### config.mk
export PLATFORM = sky130hd
export DESIGN_NAME = counter_ctrl
export DESIGN_NICKNAME = d
export VERILOG_FILES = /design/src/rtl/counter_ctrl_pkg.sv /design/src/rtl/counter_ctrl_prescale_tick.sv /design/src/rtl/counter_ctrl.sv
export SDC_FILE = /design/constraint.sdc
export NUM_CORES = 1
export LEC_CHECK = 0
export CORE_MARGIN = 2
export CORE_UTILIZATION = 50
export CTS_CLUSTER_DIAMETER = 60
export DETAILED_ROUTE_END_ITERATION = 12
export GPL_ROUTABILITY_DRIVEN = 0
export PLACE_DENSITY = 0.78
export SYNTH_ARGS = -nofsm -noshare
export SYNTH_HDL_FRONTEND = slang
export SYNTH_HIERARCHICAL = 1
export SYNTH_SLANG_ARGS = --single-unit
### constraint.sdc
create_clock -name clk -period 2.4 [get_ports clk]
set_input_delay 0.48 -clock clk [delete_from_list [all_inputs] [get_ports clk]]
set_output_delay 0.48 -clock clk [all_outputs]
set_load 0.01 [all_outputs]
### src/rtl/counter_ctrl_pkg.sv
// Shared encodings and default widths for the command-driven event counter.
package counter_ctrl_pkg;

  localparam int unsigned DEF_WIDTH      = 4;
  localparam int unsigned DEF_PRESCALE_W = 8;

  localparam logic [1:0] OP_START = 2'b00;
  localparam logic [1:0] OP_STOP  = 2'b01;
  localparam logic [1:0] OP_LOAD  = 2'b10;
  localparam logic [1:0] OP_CLEAR = 2'b11;

  localparam logic [1:0] S_IDLE = 2'd0;
  localparam logic [1:0] S_RUN  = 2'd1;
  localparam logic [1:0] S_DONE = 2'd2;

endpackage

### src/rtl/counter_ctrl_prescale_tick.sv
// Programmable divider: asserts tick once every div+1 enabled cycles.
module prescale_tick
  import counter_ctrl_pkg::*;
#(
  parameter int unsigned W = DEF_PRESCALE_W
) (
  input  logic         clk,
  input  logic         rst,
  input  logic         en,
  input  logic         clr,
  input  logic [W-1:0] div,
  output logic         tick
);

  logic [W-1:0] cnt_q, cnt_d;

  assign tick = en && (cnt_q == div);

  always_comb begin
    cnt_d = cnt_q;
    if (clr)     cnt_d = '0;
    else if (en) cnt_d = tick ? '0 : cnt_q + 1'b1;
  end

  always_ff @(posedge clk or posedge rst) begin
    if (rst) cnt_q <= '0;
    else     cnt_q <= cnt_d;
  end

endmodule

### src/rtl/counter_ctrl.sv
// Up/down event counter sequenced by START/STOP/LOAD/CLEAR commands.
module counter_ctrl
  import counter_ctrl_pkg::*;
#(
  parameter int unsigned WIDTH      = DEF_WIDTH,
  parameter int unsigned PRESCALE_W = DEF_PRESCALE_W
) (
  input  logic                  clk,
  input  logic                  rst,
  input  logic                  cmd_valid,
  output logic                  cmd_ready,
  input  logic [1:0]            cmd_op,
  input  logic [WIDTH-1:0]      cmd_data,
  input  logic [WIDTH-1:0]      cfg_limit,
  input  logic                  cfg_dir,
  input  logic                  cfg_reload,
  input  logic [PRESCALE_W-1:0] cfg_prescale,
  output logic [WIDTH-1:0]      count,
  output logic                  busy,
  output logic                  done,
  output logic                  tc_pulse
);

  logic [1:0]       state_q, state_d;
  logic [WIDTH-1:0] count_q, count_d;
  logic             ready_q, ready_d;
  logic             tc_q, tc_d;
  logic             accept, tick, pre_clr, terminal;
  logic [WIDTH-1:0] reload_val, load_val;

  assign accept     = cmd_valid && ready_q;
  assign pre_clr    = accept && (cmd_op != OP_STOP);
  assign terminal   = cfg_dir ? (count_q == '0) : (count_q >= cfg_limit);
  assign reload_val = cfg_dir ? cfg_limit : '0;
  assign load_val   = (cmd_data > cfg_limit) ? cfg_limit : cmd_data;

  prescale_tick #(.W(PRESCALE_W)) u_prescale (
    .clk  (clk),
    .rst  (rst),
    .en   (state_q == S_RUN),
    .clr  (pre_clr),
    .div  (cfg_prescale),
    .tick (tick)
  );

  // An accepted command takes priority; a coincident tick is dropped entirely.
  always_comb begin
    state_d = state_q;
    count_d = count_q;
    tc_d    = 1'b0;
    ready_d = !accept;
    if (accept) begin
      case (cmd_op)
        OP_START: begin
          if (state_q == S_DONE) count_d = reload_val;
          state_d = S_RUN;
        end
        OP_STOP: begin
          if (state_q == S_RUN) state_d = S_IDLE;
        end
        OP_LOAD: begin
          count_d = load_val;
          if (state_q == S_DONE) state_d = S_IDLE;
        end
        default: begin
          count_d = '0;
          state_d = S_IDLE;
        end
      endcase
    end else if (tick) begin
      if (terminal) begin
        tc_d = 1'b1;
        if (cfg_reload) count_d = reload_val;
        else            state_d = S_DONE;
      end else begin
        count_d = cfg_dir ? count_q - 1'b1 : count_q + 1'b1;
      end
    end
  end

  always_ff @(posedge clk or posedge rst) begin
    if (rst) begin
      state_q <= S_IDLE;
      count_q <= '0;
      ready_q <= 1'b0;
      tc_q    <= 1'b0;
    end else begin
      state_q <= state_d;
      count_q <= count_d;
      ready_q <= ready_d;
      tc_q    <= tc_d;
    end
  end

  assign cmd_ready = ready_q;
  assign count     = count_q;
  assign busy      = (state_q == S_RUN);
  assign done      = (state_q == S_DONE);
  assign tc_pulse  = tc_q;

endmodule

* Yosys cells after proc, flatten, opt, wreduce, memory -nomap -nowiden
Index checks and enable logic that the tools add are counted.
** Word-level totals
- Register bits after elaboration :: 16
- Bits in latches :: 0
- Memory bits (writable) :: 0
- Bits in read-only memories :: 0
- Bits of input ports :: 23
- Output and inout port bits :: 8
- Word-level logic and storage cells :: 56
- Memories :: 0
** Operators by class
- $add $sub $neg :: 3
- Multiply operators :: 0
- Divide/modulo/power cells :: 0
- Magnitude comparators :: 2
- Equal/unequal tests :: 12
- Shifts and indexed selects :: 0
- Mux-type cells :: 23
- Bitwise operators :: 0
- Reduce and logical (&&, ||, !) cells :: 11
** Operators with widths (number)
- $mux 4 :: 8
- $mux 8 :: 3
- $mux 2 :: 6
- $pmux 4 s3 :: 1
- $ne 3x3->1 const B :: 3
- $add 8x1->8 const B :: 1
- $eq 8x8->1 :: 1
- $pmux 2 s3 :: 1
- $reduce_bool 2->1 :: 3
- $reduce_and 5->1 :: 1
- $add 4x1->4 const B :: 1
- $eq 2x1->1 const B :: 2
- $eq 2x2->1 const B :: 2
- $ge 4x4->1 :: 1
- $gt 4x4->1 :: 1
- $logic_not 4->1 :: 1
- $mux 1 :: 4
- $ne 2x1->1 const B :: 2
- $reduce_and 4->1 :: 1
- $sub 4x1->4 const B :: 1
- $logic_and 1x1->1 :: 3
- $ne 3x2->1 const B :: 1
- $logic_not 2->1 :: 1
- $ne 2x2->1 const B :: 1
- $logic_not 1->1 :: 1

* Longest topological paths before layout
Gate-level depths: netlist of the first run.
- Depth in word-level cells :: 5
- Mapped depth :: 8
- Mapped depth without buffers :: 7

* Modules after synthesis
Netlist of the first run, hierarchy kept.
** Modules (own cells, without submodules)
- counter_ctrl :: instances 1, cells each 96, area each 852.1 µm², sequential area each 200.2 µm²
- prescale_tick :: instances 1, cells each 53, area each 510.5 µm², sequential area each 200.2 µm²

* Worst setup path after synthesis of the first run
OpenSTA, ideal clock, no wires.
- Path kind :: flip-flop to flip-flop
- Start :: register state_q[0]
- End :: register count_q[2], in the netlist count[2]
- Setup time :: 0.138 ns
- Data arrival time :: 1.905 ns
- Data required time :: 2.262 ns
- Setup slack :: 0.357 ns
- Stages on the path, launching flop included :: 9
- Buffers on the path :: 1
- Clock period less this slack :: 2.043 ns
- Path through :: dfrtp_1 -> nor2b_1 -> clkbuf_2 -> inv_1 -> nor3_4 -> nand2_1 -> a31oi_1 -> or2_4 -> a41oi_2
** Between the ends
- Longest elaborated chain between the ends :: 4
- Elaborated cells between the ends (all ways) :: 6
- Those cells by class :: eq/ne (3); reduce/logical (3)
** Ends and longest elaborated chain
- start: declaration :: RTL line counter_ctrl.sv:24 : logic [1:0] state_q, state_d;
- start signal: assignment :: RTL line counter_ctrl.sv:88 : state_q <= state_d;
- $eq 2x1->1
- via busy :: RTL line counter_ctrl.sv:19 : output logic busy,
- $logic_and 1x1->1 :: RTL line counter_ctrl_prescale_tick.sv:17 : assign tick = en && (cnt_q == div);
- via tick :: RTL line counter_ctrl.sv:28 : logic accept, tick, pre_clr, terminal;
- $reduce_bool 2->1 (no line)
- $reduce_and 4->1 (no line)
- end signal: assignment :: RTL line counter_ctrl.sv:89 : count_q <= count_d;
- end: declaration :: RTL line counter_ctrl.sv:25 : logic [WIDTH-1:0] count_q, count_d;
The timed path passes the listed nets, and every way through them passes these cells.
A chain may end at the register's enable or synchronous reset.

* Worst setup path in the final report of the first run
- Start :: input cfg_limit[3]
- End :: register count_q[0], in the netlist count[0]
** Between the ends
- Longest elaborated chain between the ends :: 5
- Elaborated cells between the ends (all ways) :: 10
- Those cells by class :: order compare (2); eq/ne (1); mux (6); reduce/logical (1)
** Ends and longest elaborated chain
- start: declaration :: RTL line counter_ctrl.sv:14 : input logic [WIDTH-1:0] cfg_limit,
- $ge 4x4->1 :: RTL line counter_ctrl.sv:33 : assign terminal = cfg_dir ? (count_q == '0) : (count_q >= cfg_limit);
- $mux 1 :: RTL line counter_ctrl.sv:33
- $mux 4 :: RTL line counter_ctrl.sv:71 : if (terminal) begin
- $mux 4 :: RTL line counter_ctrl.sv:70 : end else if (tick) begin
- $mux 4 :: RTL line counter_ctrl.sv:52 : if (accept) begin
Parallel ways exist; a longest one is shown, timed or not. The select of a mux whose other input is x is not followed.

==> results of run 1 <==
==> layout make-up <==
cell class / count / area [um2] / area share
inverter: 14 / 52.6 / 0.0287
sequential: 16 / 400 / 0.219
tap: 30 / 37.5 / 0.0205
timing repair buffer: 46 / 420 / 0.230
multi-input combinational: 116 / 897 / 0.490
clock buffer: 3 / 22.5 / 0.0123
==> registers in the layout (all words and copies together) (netlist names) <==
register	cells
u_prescale/cnt_q	8
count	4
state_q	2
cmd_ready	1
tc_pulse	1
==> final timing paths <==
kind	startpoint	to	cells after the start
max	cfg_limit[3]	count[0]	9
min	rst	count[3]	2
max reg2reg	count[1]	count[2]	7
min reg2reg	state_q[0]	state_q[0]	1
max in group asynchronous	rst	u_prescale/cnt_q[3]	2
min in group clk	state_q[0]	state_q[0]	1
==> cell usage in the layout, fill, tap and decap left out, types with 3 or more instances in the layout <==
master | synthesis | final
a21oi_1 | 8 | 8
and3_1 | 3 | 3
buf_4 | 0 | 16
clkbuf_4 | 0 | 3
clkdlybuf4s50_1 | 0 | 30
dfrtp_1 | 16 | 16
ha_1 | 11 | 11
inv_1 | 14 | 14
nand2_1 | 6 | 6
nand3_1 | 5 | 5
nand4_1 | 6 | 6
nor2_1 | 7 | 7
nor3_1 | 10 | 10
o21ai_0 | 6 | 5
xnor2_1 | 12 | 12
xor2_1 | 3 | 3
==> routing by layer <==
layer / part of all wire / vias to the layer above
met5: 0 / -
met4: 0.014 / 0
met3: 0.043 / 6
met2: 0.52 / 49
met1: 0.42 / 657
li1: - / 646
==> cells by family after synthesis <==
family | Yosys count | synth area share
compound gates | 37 | 0.220
flops | 16 | 0.294
xor+xnor | 15 | 0.0964
buf+inv | 17 | 0.0477
simple gates | 50 | 0.208
mux | 2 | 0.0184
fa+ha+maj | 12 | 0.116
==> timing repair <==
item,4_1_cts,5_1_grt
setup buffers,0,0
hold endpoints to repair,0,0
setup endpoints to repair,0,2
resized for setup,0,1
==> stage by stage <==
step | util | power (W) | hold slack (ns) | setup WS (ns) | cell area (um2)
finish | 0.726 | 0.00101 | 0.470 | 0.181 | 1830
global route | 0.726 | 0.00109 | 0.474 | 0.0273 | 1830
CTS | 0.726 | 0.00102 | 0.479 | 0.127 | 1830
detailed placement | 0.717 | 0.000873 | 0.586 | -0.172 | 1810
global placement | 0.717 | 0.000854 | 0.572 | -0.110 | 1810
floorplan | - | 0.000662 | 0.296 | 0.357 | 1360
==> power groups by stage <==
| stage | sequential (W) | clock (W) | combinational [W] |
|---|---|---|---|
| global route | 0.000395 | 0.000159 | 0.000540 |
| finish | 0.000389 | 0.000137 | 0.000487 |
| floorplan | 0.000389 | 0 | 0.000273 |
| CTS | 0.000387 | 0.000143 | 0.000486 |
| global placement | 0.000388 | 0 | 0.000466 |
| detailed placement | 0.000390 | 0 | 0.000483 |
==> results.toml, run 1 <==
[synth]
yosysTopAreaCell = "dfrtp_1"
ys_ff_latch = 16
yosysSeqAreaShare = 0.294
synth_warnings = 6
syn_area_um2 = 1360
synth_area_leaders = "dfrtp_1 (29%), ha_1 (10%), xnor2_1 (7.7%)"
synthTopCellsByCount = "dfrtp_1 (16), inv_1 (14), xnor2_1 (12)"
async_reset_ff_frac = 1.00
synthCells = 149
yosys.area.top_type_share = 0.294
synth_nets = 184
avgSynthCellArea_um2 = 9.14
synth_edf_count = 0
synth_ff_type = "dfrtp_1"
yosysMostFrequentCell = "dfrtp_1"
yosysUniqueCellTypes = 45

[power_and_ir_drop]
combPwrFrac = 0.481
p_per_area_nw_per_um2 = 554
ir_drop_mv = 0.419
p_sw_w = 0.000393
swShare = 0.387
p_int_w = 0.000621
seqPwrFrac = 0.384
pwr-share-clk = 0.135
leakagePower_nw = 0.780

[hold_path]
hold_path.class = "in -> async"

[floorplan]
rows = 18
fp.dieArea_um2 = 3160
ioPinCount = 31
fp.coreArea_um2 = 2520
die_w_um = 56.2
fp.dieH_um = 56.2
start_util = 0.540

[setup_path]
end_kind = "register"
r2r_slack_ns = 0.45
worst_path_max_delay_cell = "clkdlybuf4s50_1"
criticalPathCategory = "in -> reg"
required_ns = 2.55
start_kind = "primary input"
worst_path_largest_cell_delay_ns = 0.48
path_max_fanout = 4
cp.buffers_inverters = 3
cp.arrival_ns = 2.37
path_cells = "clkdlybuf4s50_1, inv_1, buf_4, ha_1, a211oi_1, o21ai_0, o2111a_1, o31ai_1, a31oi_2"
path_delay_family = "compound AO/OA/AOI/OAI gates"

[grt]
grt_pass1_wl_mm = 6.26
antenna_found_initial = 0
busiest_layer = "met2"
grtUsageMet1 = 0.292
grt_max_degree = 14
grt_use_total = 0.250
gr-usage-met2 = 0.450
overflow = 0
grt_pass1_vias = 1369
grt_util_met3 = 0.0395

[sta]
relSlewSlack = 0.670
worstMarginPinSlew_ns = 0.489
post-route-period-util = 0.925
skew_ns = 0.00484
min_period_ns = 2.22
slew_violations = 0
final-hold-violation-count = 0
fin_setup_tns_ns = 0
finalSetupViolCount = 0
max_freq_mhz = 451
rsz0062_at_grt = "no"

[flow_run]
cap_violations = 0

[status]
run_status = "completed"

[detailed_routing]
wirelength_mm = 3.60
vias = 1358
firstDrtPassIters = 4
drt_iter0_markers = 38
post_drt_wl_per_cell_um = 16.0
postRouteAntennaNets = 0
route.detailed.drc = 0
viasPerCell = 6.04

[clocking]
cts_max_level = 1
clock_path_buffers = 2
clkLatencyLatePin_ns = 0.28
cts-buffers-inserted = 3
clkSinkCount = 16
ctsHoldBuffers = 0
cts-root-buf = "clkbuf_4"
cts_tree = "done"
path_clk_slew_ns = 0.09

[placement]
portBuffers = 30
dp.final_hpwl_mm = 2.96
dp.cells = 222

[finish]
layoutNonFillerInstCount = 225
area_growth_syn_to_layout_pct = 34.3
drive_gt1_frac = 0.154
final_nets = 232
nFillCells = 198
n_antenna_cell = 0
(Power assumes the default switching activity.)
==> run 2: changes to the inputs <==
- CELL_PAD_IN_SITES_DETAIL_PLACEMENT: unset -> 1
- CELL_PAD_IN_SITES_GLOBAL_PLACEMENT: unset -> 1
- CORE_UTILIZATION: 50 -> 37
- PLACE_DENSITY: 0.78 -> 0.77
==> results.toml, run 2 (synthesis results as in run 1) <==
[status]
run_status = "completed"

[setup_path]
required_ns = 2.52
end_kind = "register"
r2r_end = "count[3]"
r2r_slack_ns = 0.39
cp.arrival_ns = 2.45
criticalPathCategory = "in -> reg"
worstRegToRegCells = 6
path_cells = "clkdlybuf4s50_1, inv_1, buf_4, ha_1, a211oi_1, o21ai_1, o2111a_1, o31ai_2, a31oi_2"
path_max_fanout = 4
rr_startpoint = "count[3]"
worst_path_largest_cell_delay_ns = 0.50
start_kind = "primary input"
worst_path_max_delay_cell = "clkdlybuf4s50_1"

[sta]
final-hold-violation-count = 0
skew_ns = 0.00180
post-route-period-util = 0.969
finalSetupViolCount = 0
max_freq_mhz = 430
fin_setup_tns_ns = 0
worstMarginPinSlew_ns = 0.436
min_period_ns = 2.33
relSlewSlack = 0.708
slew_violations = 0

[finish]
mostFrequentLayoutCells = "clkdlybuf4s50_1 (30), buf_4 (21), dfrtp_1 (16)"
regMostFlops = "u_prescale/cnt_q"
n_antenna_cell = 0
drive_gt1_frac = 0.199
final_nets = 237
final_common_cell = "clkdlybuf4s50_1"
final_cell_area_um2 = 1940
largest_reg_flops = 8
layoutNonFillerInstCount = 249
nFillCells = 427
area_growth_syn_to_layout_pct = 42.5

[placement]
dp.cells = 245
placed_cell_area_um2 = 1870
portBuffers = 30
dp.final_hpwl_mm = 3.63

[hold_path]
hold_path.class = "in -> async"

[clocking]
clock_path_buffers = 2
post_cts_buffers = 0
clkSinkCount = 16
cts-buffers-inserted = 3
ctsHoldBuffers = 0
clkLatencyLatePin_ns = 0.25
cts_max_level = 1
cts_tree = "done"
path_clk_slew_ns = 0.07
cts-root-buf = "clkbuf_8"

[detailed_routing]
viasPerCell = 5.55
drt_iter0_markers = 68
firstDrtPassIters = 4
postRouteAntennaNets = 0
vias = 1382
post_drt_wl_per_cell_um = 17.8
route.detailed.drc = 0
wirelength_mm = 4.42

[grt]
grt_use_total = 0.221
antenna_found_initial = 0
grt_pass1_wl_mm = 7.08
overflow = 0
grt_max_degree = 13
grt_pass1_vias = 1496

[power_and_ir_drop]
p_per_area_nw_per_um2 = 596
leakagePower_nw = 0.816
finalPower_w = 0.00116
ir_drop_mv = 0.185

[floorplan]
ioPinCount = 31
die_w_um = 64.7
start_util = 0.378
fp.dieH_um = 64.7
fp.dieArea_um2 = 4180
fp.coreArea_um2 = 3610
rows = 22

[flow_run]
cap_violations = 0
==> run 2: cell types whose count changed in the layout (fill, tap and decap cells not counted), moves of 2 or more <==
cell      change
buf_4         +5
clkbuf_4      -3
clkbuf_8      +4
o21ai_0       -2
o31ai_1       -2
o31ai_2       +2
==> run 2: timing repair <==
action	4_1_cts	5_1_grt
setup endpoints to repair	1	3
gates resized for setup	1	6
gates cloned	0	0
pin swaps	0	1
==> run 2: cell type report <==
type	instances	area, um2	share of cell area
timing repair buffer	51	458	0.236
sequential	16	400	0.206
inverter	14	52.6	0.0271
multi-input combinational	116	916	0.472
tap	48	60.1	0.0309
clock buffer	4	55.1	0.0284
==> run 2: critical path: cells and delay by family <==
family / cells / cell delay (ns)
adder cells (fa/ha/maj): 1 / 0.19
AO/OA/AOI/OAI: 5 / 1.07
buffers and inverters: 3 / 0.71
==> run 2: worst max-delay path by stage <==
stage / to / cells past startpoint / startpoint
after CTS: count[3] / 8 / cfg_limit[2]
after detailed placement: count[3] / 8 / cfg_limit[3]
after floorplan: count[2] / 8 / state_q[0]
after global placement: count[3] / 8 / cfg_limit[3]
final: count[1] / 9 / cfg_limit[3]
after global routing: count[1] / 9 / cfg_limit[3]
==> run 2: per-stage QoR <==
stage	worst slack, ns	hold WS [ns]	utilization
2_1_floorplan	0.357	0.296	-
4_1_cts	0.0195	0.523	0.533
3_5_place_dp	-0.255	0.587	0.518
5_1_grt	-0.0215	0.534	0.539
6_report	0.0742	0.515	0.539
3_3_place_gp	-0.175	0.575	0.518
==> run 2: metal layers <==
metal | global-route usage | vias to the layer above | wire, um
li1 | - | 660 | -
met1 | 0.254 | 684 | 1780
met2 | 0.422 | 32 | 2450
met3 | 0.0260 | 6 | 112
met4 | 0.0718 | 0 | 81
met5 | 0 | - | 0
==> run 2: power by group <==
group	internal (W)	switching, W	leakage (nW)	total (W)
registers	0.000311	0.0000735	0.207	0.000384
clock network	0.000146	0.0000996	0.0288	0.000245
logic	0.000269	0.000260	0.581	0.000529
total	0.000725	0.000433	0.816	0.00116
==> run 3: changes to the inputs <==
- SYNTH_HIERARCHICAL: 1 -> unset
==> results.toml, run 3 <==
[status]
run_status = "completed"

[setup_path]
path_max_fanout = 3
cp.buffers_inverters = 3
criticalPathCategory = "in -> reg"
start_kind = "primary input"
required_ns = 2.57
path_depth = 9
end_kind = "register"
path_cells = "clkdlybuf4s50_1, inv_1, ha_1, o211a_1, a221oi_4, buf_6, o21a_4, a211o_1, a41oi_2"
worst_path_max_delay_cell = "clkdlybuf4s50_1"
worstRegToRegCells = 8
r2r_end = "count[2]"
cp.arrival_ns = 2.46
rr_startpoint = "count[0]"
setup.worst_path.end = "count[3]"
path_delay_family = "compound AO/OA/AOI/OAI gates"
worst_path_largest_cell_delay_ns = 0.49
crit_path_start = "cfg_limit[3]"
r2r_slack_ns = 0.22

[synth]
avgSynthCellArea_um2 = 8.69
ys_ff_latch = 16
synthXorXnorAreaFrac = 0.0877
synth_area_leaders = "dfrtp_1 (29%), ha_1 (9.8%), xnor2_1 (7.5%)"
synth_simple_gate_area_frac = 0.199
synthAdderAreaFrac = 0.113
synth_ff_type = "dfrtp_1"
yosys.area.top_type_share = 0.286
yosysSeqAreaShare = 0.286
synth_top_family_by_area = "compound AO/OA/AOI/OAI gates"
synthMuxAreaShare = 0
yosysUniqueCellTypes = 50
synth_compound_area_frac = 0.269
yosysMostFrequentCell = "dfrtp_1"
syn_area_um2 = 1400
async_reset_ff_frac = 1.00
synth_warnings = 0
yosysTopAreaCell = "dfrtp_1"
synth_edf_count = 0
synthCells = 161
synthTopCellsByCount = "dfrtp_1 (16), inv_1 (14), nand2_1 (13)"
synth_nets = 196

[finish]
mostFrequentLayoutCells = "clkdlybuf4s50_1 (28), buf_4 (17), dfrtp_1 (16)"
final_nets = 247
regMostFlops = "u_prescale.cnt_q"
final_common_cell = "clkdlybuf4s50_1"
layoutNonFillerInstCount = 259
largest_reg_flops = 8
n_antenna_cell = 0
drive_gt1_frac = 0.161
area_growth_syn_to_layout_pct = 40.4

[detailed_routing]
post_drt_wl_per_cell_um = 17.8
firstDrtPassIters = 4
wirelength_mm = 4.61
postRouteAntennaNets = 0
vias = 1463
viasPerCell = 5.65
route.detailed.drc = 0
drt_iter0_markers = 112

[floorplan]
rows = 22
ioPinCount = 31
fp.dieArea_um2 = 4290
start_util = 0.382
die_w_um = 65.5
fp.dieH_um = 65.5
fp.coreArea_um2 = 3660

[grt]
overflow = 0
grt_max_degree = 17
grt_use_total = 0.222
grt_pass1_vias = 1594
antenna_found_initial = 0
grt_pass1_wl_mm = 7.51

[clocking]
clock_path_buffers = 2
cts_max_level = 1
clkSinkCount = 16
clkLatencyLatePin_ns = 0.25
ctsHoldBuffers = 0
path_clk_slew_ns = 0.07
cts-root-buf = "clkbuf_8"
cts_tree = "done"
cts-buffers-inserted = 3

[power_and_ir_drop]
ir_drop_mv = 0.413
leakagePower_nw = 0.855
finalPower_w = 0.00133
p_per_area_nw_per_um2 = 676

[hold_path]
hold_path.class = "reg -> reg"

[flow_run]
cap_violations = 0

[sta]
relSlewSlack = 0.555
min_period_ns = 2.29
skew_ns = 0.00211
worstMarginPinSlew_ns = 0.666
rsz0062_at_grt = "no"
post-route-period-util = 0.955
finalSetupViolCount = 0
max_freq_mhz = 436
final-hold-violation-count = 0
slew_violations = 0

[placement]
dp.final_hpwl_mm = 3.57
portBuffers = 30
dp.cells = 254
run 3: worst register-to-register path: cells and delay by family, from the launching register on:
kind | cells | cell delay, ns
AOI/OAI and AO/OA | 4 | 0.74
adders and majority gates | 1 | 0.26
buffers and inverters | 2 | 0.29
DFF | 1 | 0.40
and+or+nand+nor | 1 | 0.40
run 3: routing by layer:
layer | wire [um] | vias up | track usage
li1 | - | 696 | -
met1 | 2250 | 726 | 0.318
met2 | 2150 | 37 | 0.364
met3 | 175 | 4 | 0.0223
met4 | 31 | 0 | 0.0469
met5 | 0 | - | 0
run 3: cell type report:
type	instances	area [um2]
fillers	437	1700
multi-input cells	129	952
repair buffers	48	444
flip-flops and latches	16	400
well taps	48	60.1
clock buffers	4	55.1
inverters	14	52.6
run 3: metrics by stage:
stage	setup TNS, ns	setup slack [ns]	cell area, um2	utilization	hold slack [ns]
final	0	0.107	1960	0.537	0.580
after global routing	0	0.0274	1960	0.537	0.603
after CTS	-0.000604	-0.000604	1930	0.528	0.581
after detailed placement	-1.54	-0.282	1880	0.513	0.568
after global placement	-1.14	-0.214	1880	0.513	0.550
after floorplan	0	0.238	1400	-	0.394
run 3: worst min path at each step:
stage	start	end	slack, ns	cells after the start
CTS	u_prescale.cnt_q[7]	u_prescale.cnt_q[7]	0.58	2
global route	u_prescale.cnt_q[7]	u_prescale.cnt_q[7]	0.60	2
detailed placement	u_prescale.cnt_q[7]	u_prescale.cnt_q[7]	0.57	2
global placement	u_prescale.cnt_q[6]	u_prescale.cnt_q[6]	0.55	2
floorplan	rst	cmd_ready	0.39	1
finish	u_prescale.cnt_q[7]	u_prescale.cnt_q[7]	0.58	2
run 3: where the power goes:
group | internal (W) | total (W) | switching [W]
Clock | 0.000146 | 0.000246 | 0.000100
Sequential | 0.000316 | 0.000395 | 0.0000785
Combinational | 0.000348 | 0.000686 | 0.000338
Total | 0.000810 | 0.00133 | 0.000517
run 3: cells by family (layout without fill, tap and decap cells):
kind of cell,Yosys count,count (layout)
adders and majority gates,12,12
xor gates and xnor gates,14,14
DFF,16,16
and+or+nand+nor,53,53
AOI/OAI and AO/OA,50,50
buffers and inverters,16,66
run 3: timing repair:
| item | CTS | global route |
|---|---|---|
| pin swaps | 1 | 3 |
| gates resized for setup | 0 | 9 |
| buffers inserted | 0 | 1 |
| setup endpoints to repair | 2 | 7 |
